[config.mk]
export PLATFORM = sky130hd
export DESIGN_NAME = grid_draw_scheduler
export DESIGN_NICKNAME = d
export VERILOG_FILES = /design/src/rtl/grid_draw_scheduler.sv
export SDC_FILE = /design/constraint.sdc
export NUM_CORES = 1
export LEC_CHECK = 0
export BUFFER_PORTS_ARGS = -buffer_cell sky130_fd_sc_hd__buf_2
export CAP_MARGIN = 20
export CORE_MARGIN = 2
export CORE_UTILIZATION = 46
export CTS_BUF_LIST = sky130_fd_sc_hd__clkbuf_16
export CTS_CLUSTER_DIAMETER = 80
export CTS_CLUSTER_SIZE = 30
export DETAILED_ROUTE_END_ITERATION = 12
export GPL_ROUTABILITY_DRIVEN = 1
export PLACE_DENSITY_LB_ADDON = 0.05
export RECOVER_POWER = 100
export SETUP_SLACK_MARGIN = 0.05
export SYNTH_ARGS = -nofsm -noshare
export SYNTH_HDL_FRONTEND = slang
export SYNTH_SLANG_ARGS = --single-unit
[constraint.sdc]
create_clock -name CLOCK_50 -period 4.2 [get_ports CLOCK_50]
set_input_delay 0.63 -clock CLOCK_50 [delete_from_list [all_inputs] [get_ports CLOCK_50]]
set_output_delay 0.63 -clock CLOCK_50 [all_outputs]
set_load 0.01 [all_outputs]
[src/rtl/grid_draw_scheduler.sv]
`default_nettype none
// +--------------------------------------------------------------------------+
// | grid_draw_scheduler                                                      |
// | Cell-update request FIFO and draw handshake for the VGA cell renderer.   |
// | Optional build macro GRID_SCHED_COALESCE_EN merges repeated cells.       |
// | Revision: 1.0                                                            |
// +--------------------------------------------------------------------------+
module grid_draw_scheduler #(
    parameter int DEPTH   = 16,
    parameter int X0      = 214,
    parameter int Y0      = 32,
    parameter int PITCH   = 33,
    parameter int CELLS   = 12,
    parameter int TIMEOUT = 15
) (
    input  logic                   CLOCK_50,
    input  logic                   Reset,
    input  logic                   req_valid,
    output logic                   req_ready,
    input  logic [3:0]             req_col,
    input  logic [3:0]             req_row,
    input  logic                   req_state,
    input  logic                   drawing,
    output logic                   draw_enable,
    output logic [9:0]             X,
    output logic [8:0]             Y,
    output logic                   state,
    output logic                   busy,
    output logic [$clog2(DEPTH):0] pending,
    output logic                   overflow,
    output logic                   range_err,
    output logic                   timeout_err,
    input  logic                   clr_err
);
    localparam int AW  = $clog2(DEPTH);
    localparam int CW  = AW + 1;
    localparam int TW  = $clog2(TIMEOUT + 1);

    localparam logic [3:0]    c_CELLS    = 4'(CELLS);
    localparam logic [CW-1:0] c_DEPTH    = CW'(DEPTH);
    localparam logic [TW-1:0] c_TMO_LAST = TW'(TIMEOUT - 1);

    localparam logic [2:0] c_BOOT      = 3'd0;
    localparam logic [2:0] c_BOOT_DONE = 3'd1;
    localparam logic [2:0] c_IDLE      = 3'd2;
    localparam logic [2:0] c_WAIT_BUSY = 3'd3;
    localparam logic [2:0] c_WAIT_DONE = 3'd4;

    logic [2:0]    r_fsm;
    logic [2:0]    w_fsm_nxt;
    logic [8:0]    r_mem [DEPTH];
    logic [AW-1:0] r_wr_ptr;
    logic [AW-1:0] r_rd_ptr;
    logic [CW-1:0] r_count;
    logic [TW-1:0] r_tmo;
    logic          r_draw_en;
    logic [9:0]    r_x;
    logic [8:0]    r_y;
    logic          r_state;
    logic          r_overflow;
    logic          r_range_err;
    logic          r_timeout_err;

    logic          w_in_range;
    logic          w_push;
    logic          w_append;
    logic          w_pop;
    logic          w_tmo_hit;
    logic          w_hit;
    logic [AW-1:0] w_hit_idx;
    logic [8:0]    w_head;
    logic [9:0]    w_pix_x;
    logic [8:0]    w_pix_y;

    assign req_ready   = (r_count != c_DEPTH);
    assign w_in_range  = (req_col < c_CELLS) && (req_row < c_CELLS);
    assign w_push      = req_valid && req_ready && w_in_range;
    assign w_append    = w_push && !w_hit;

    // Entry layout is {row[8:5], col[4:1], state[0]}
    assign w_head  = r_mem[r_rd_ptr];
    assign w_pix_x = 10'(X0) + 10'(PITCH) * {6'd0, w_head[4:1]};
    assign w_pix_y = 9'(Y0) + 9'(PITCH) * {5'd0, w_head[8:5]};

`ifdef GRID_SCHED_COALESCE_EN
    // Later offsets overwrite earlier hits, so the youngest match wins.
    always_comb begin : p_match
        logic [AW-1:0] v_idx;
        v_idx     = '0;
        w_hit     = 1'b0;
        w_hit_idx = '0;
        for (int k = 0; k < DEPTH; k++) begin
            v_idx = r_rd_ptr + AW'(k);
            if ((k < int'(r_count)) && !((k == 0) && w_pop) &&
                (r_mem[v_idx][8:1] == {req_row, req_col})) begin
                w_hit     = 1'b1;
                w_hit_idx = v_idx;
            end
        end
    end
`else
    assign w_hit     = 1'b0;
    assign w_hit_idx = '0;
`endif

    always_comb begin
        w_fsm_nxt = r_fsm;
        w_pop     = 1'b0;
        w_tmo_hit = 1'b0;
        case (r_fsm)
            c_BOOT:      if (drawing) w_fsm_nxt = c_BOOT_DONE;
            c_BOOT_DONE: if (!drawing) w_fsm_nxt = c_IDLE;
            c_IDLE: begin
                // Holding off while drawing is high keeps the pulse clear of a busy renderer.
                if ((r_count != '0) && !drawing) begin
                    w_pop     = 1'b1;
                    w_fsm_nxt = c_WAIT_BUSY;
                end
            end
            c_WAIT_BUSY: begin
                if (drawing) begin
                    w_fsm_nxt = c_WAIT_DONE;
                end else if (r_tmo == c_TMO_LAST) begin
                    w_tmo_hit = 1'b1;
                    w_fsm_nxt = c_IDLE;
                end
            end
            c_WAIT_DONE: if (!drawing) w_fsm_nxt = c_IDLE;
            default:     w_fsm_nxt = c_BOOT;
        endcase
    end

    always_ff @(posedge CLOCK_50) begin
        if (Reset) begin
            r_fsm         <= c_BOOT;
            r_wr_ptr      <= '0;
            r_rd_ptr      <= '0;
            r_count       <= '0;
            r_tmo         <= '0;
            r_draw_en     <= 1'b0;
            r_x           <= 10'(X0);
            r_y           <= 9'(Y0);
            r_state       <= 1'b0;
            r_overflow    <= 1'b0;
            r_range_err   <= 1'b0;
            r_timeout_err <= 1'b0;
        end else begin
            r_fsm     <= w_fsm_nxt;
            r_draw_en <= w_pop;
            r_tmo     <= (r_fsm == c_WAIT_BUSY) ? r_tmo + TW'(1) : '0;
            if (w_append) r_wr_ptr <= r_wr_ptr + AW'(1);
            if (w_pop) begin
                r_rd_ptr <= r_rd_ptr + AW'(1);
                r_x      <= w_pix_x;
                r_y      <= w_pix_y;
                r_state  <= w_head[0];
            end
            r_count       <= r_count + CW'(w_append) - CW'(w_pop);
            r_overflow    <= !clr_err && (r_overflow || (req_valid && !req_ready));
            r_range_err   <= !clr_err && (r_range_err || (req_valid && !w_in_range));
            r_timeout_err <= !clr_err && (r_timeout_err || w_tmo_hit);
        end
    end

    always_ff @(posedge CLOCK_50) begin
        if (w_append) r_mem[r_wr_ptr] <= {req_row, req_col, req_state};
        if (w_push && w_hit) r_mem[w_hit_idx][0] <= req_state;
    end

    assign draw_enable = r_draw_en;
    assign X           = r_x;
    assign Y           = r_y;
    assign state       = r_state;
    assign busy        = (r_fsm != c_IDLE);
    assign pending     = r_count;
    assign overflow    = r_overflow;
    assign range_err   = r_range_err;
    assign timeout_err = r_timeout_err;

endmodule
`default_nettype wire

==> results.json <==
{
  "postSynth.asyncResetShare_pct": 0,
  "io_buffers": 43,
  "cts_setup_buffers": 0,
  "vias": 4014,
  "grt_use_met2_pct": 32.2,
  "diodes": 0,
  "drtIter0Drc": 250,
  "synthesis.area_um2": 7640,
  "rsz0062_at_grt": "false",
  "cp_num_buf_inv": 1,
  "grt_pass1_wl_mm": 24.2,
  "drcViolationCount": 0,
  "total_leakage_power_nw": 2.81,
  "cts_tree": "built",
  "htreeDepth": 4,
  "synth-seq-cells": 191,
  "path_clk_slew_ns": 0.07,
  "insertion_delay_ns": 0.43,
  "top_usage_layer": "met2",
  "post_cts_resized": 0,
  "fmax_mhz": 276,
  "synth_cell_type_count": 44,
  "power_density_nw_per_um2": 491,
  "dieWidth_um": 133,
  "grt_overflow_total": 0,
  "fin_tns_setup_ns": 0,
  "syn_area_per_cell_um2": 16.6,
  "ys.flop_type": "edfxtp_1",
  "io_pins": 45,
  "violations": "capacitance limit, slew limit",
  "cts_max_path_buffers": 2,
  "worst_path_dominant_cell_family": "multiplexers",
  "end_kind": "register",
  "outcome": "finished with violations",
  "slowest_delay_ns": 0.84,
  "die_h_um": 133,
  "wl_per_cell_um": 20.9,
  "design.die.area_um2": 17700,
  "drive_above_1_share_pct": 13.7,
  "grt_pass1_vias": 4124,
  "seq_area_frac_synth_pct": 68.9,
  "hold_violations": 0,
  "post-route-period-util_pct": 86.3,
  "clock_sinks": 191,
  "rows": 47,
  "gp_congestion": 0.739,
  "fp.coreArea_um2": 16400,
  "antenna_found_initial": 0,
  "critPathKind": "reg -> reg",
  "synthCells": 460,
  "tightest_slew_ns": 1.90,
  "cp_data_arrival_time_ns": 3.94,
  "finalCoreUtilization_pct": 53.1,
  "yosysWarningCount": 0,
  "vdd_drop_max_v": 0.000326,
  "grt.met1_usage_pct": 24.3,
  "fin_skew_ns": 0.00987,
  "slew_headroom_pct": -26.5,
  "path_max_fanout": 12,
  "cts_hold_buf": 0,
  "grtUsageMet3_pct": 4.90,
  "maxCapViolCount": 1,
  "grt_usage_pct": 18.9,
  "vias_per_cell": 5.33,
  "hold_path.class": "in -> reg",
  "setup_viol": 0,
  "period_needed_ns": 3.62,
  "root_buffer": "clkbuf_16",
  "hpwl_mm": 9.96,
  "final-max-slew-violation-count": 44,
  "area.growth.synth_to_final_pct": 14.0,
  "syn_nets": 495,
  "path_common_cell": "ha_1",
  "firstDrtPassIters": 4,
  "grt_max_degree": 44,
  "path_cells": "clkbuf_1, mux4_2, mux4_1, ha_1, ha_1, xnor2_1, a211oi_1",
  "initial_core_util_pct": 46.6,
  "worstSetupStartpointType": "register",
  "synth_edf_count": 144,
  "crit_slowest_cell": "clkbuf_1",
  "cts_buffers": 17,
  "crit_required_ns": 4.52,
  "drt-total-wl_mm": 15.7,
  "ant_nets": 0,
  "nNetsFinal": 555
}
==> cell usage in the layout, fill, tap and decap left out, drive strengths merged, types with 3 or more instances in the layout <==
cell type and count:
nor2 43, ha 19, edfxtp 144, dfxtp 47, buf 6, nand2 30
xnor2 9, bufinv 5, mux4 45, clkbuf 76, xor2 7, a211oi 3
a21o 3, nor2b 3, or3 3, nor3 10, clkinv 5, inv 18
nand2b 3, a21oi 20, o21ai 4
==> power breakdown <==
part / switching [mW] / internal [mW]
sequential: 0.0352 / 2.08
clock: 0.690 / 1.06
combinational: 0.236 / 0.177
==> cell usage after synthesis, types with 2 or more instances <==
library cell    n  area, um2
edfxtp_1      144       4320
dfxtp_1        47        941
nor2_1         43        161
mux4_2         36        811
nand2_1        30        113
a21oi_1        20        100
ha_1           19        238
clkbuf_1       16       60.1
inv_1          15       56.3
nor3_1         10       50.1
mux4_1          9        236
xnor2_1         9       78.8
xor2_1          7       61.3
buf_2           4       20.0
o21ai_0         4       20.0
a211oi_1        3       22.5
a21o_1          3       22.5
nand2b_1        3       18.8
nor2b_1         3       18.8
or3_1           3       18.8
a211o_1         2       17.5
a31oi_1         2       12.5
and3_1          2       12.5
buf_1           2       7.51
fa_1            2       40.0
nand3_1         2       10.0
nand4_1         2       12.5
nor3b_1         2       15.0
==> through the flow <==
step | hold slack (ns) | area [um2] | instances | worst slack, ns | total power, mW
after detailed placement | 0.445 | 8190 | 721 | 0.744 | 2.59
after global placement | 0.433 | 8190 | 721 | 0.825 | 2.58
final | 0.393 | 8700 | 753 | 0.577 | 4.27
after global routing | 0.387 | 8700 | 753 | 0.322 | 4.44
after floorplan | 0.430 | 7640 | 460 | 0.537 | 2.45
after CTS | 0.373 | 8830 | 753 | 0.773 | 4.33
==> worst register-to-register path: stages, from the launching register on <==
cell and delay [ns]:
dfxtp_2 0.58, clkbuf_1 0.85, mux4_2 0.65, mux4_1 0.65, ha_1 0.27, ha_1 0.18
xnor2_1 0.12, a211oi_1 0.22
==> kinds of logic after synthesis <==
family,after synthesis,share of synthesized area (%)
compound gates,41,3.28
other cells,1,0.0491
fa+ha+maj,21,3.64
flops,191,68.9
mux,47,14.0
xor+xnor,16,1.83
simple gates,104,6.11
buf+inv,39,2.13
==> final cells by class <==
| type | instances | area [um2] |
|---|---|---|
| Clock buffer | 17 | 425 |
| Tap cell | 220 | 275 |
| Clock inverter | 15 | 215 |
| Inverter | 15 | 56.3 |
| Timing Repair Buffer | 65 | 259 |
| Sequential cell | 191 | 5270 |
| Multi-Input combinational cell | 230 | 2210 |
| Fill cell | 1370 | 7700 |
==> registers in the layout (all words and copies together) (netlist names), 3 cells and up, named ones only <==
| register | cells |
|---|---|
| X | 10 |
| r_wr_ptr | 4 |
| Y | 8 |
| r_mem | 144 |
| r_rd_ptr | 4 |
| r_fsm | 3 |
| r_tmo | 4 |
| pending | 5 |
==> final timing paths <==
path	cells past startpoint	start	endpoint	slack [ns]
worst max-delay path	7	register	Y[8]	0.58
worst min register to register	2	X[5]	X[5]	0.46
worst min-delay path	2	clr_err	timeout_err	0.39
worst max register to register	7	register	Y[8]	0.58
==> metal layers <==
layer / routed length (um) / share of wire, %
met3: 548 / 3.5
met4: 155 / 0.99
met1: 7150 / 46
met2: 7850 / 50
met5: 0 / 0
No activity file was read; power rests on OpenSTA's default activity.
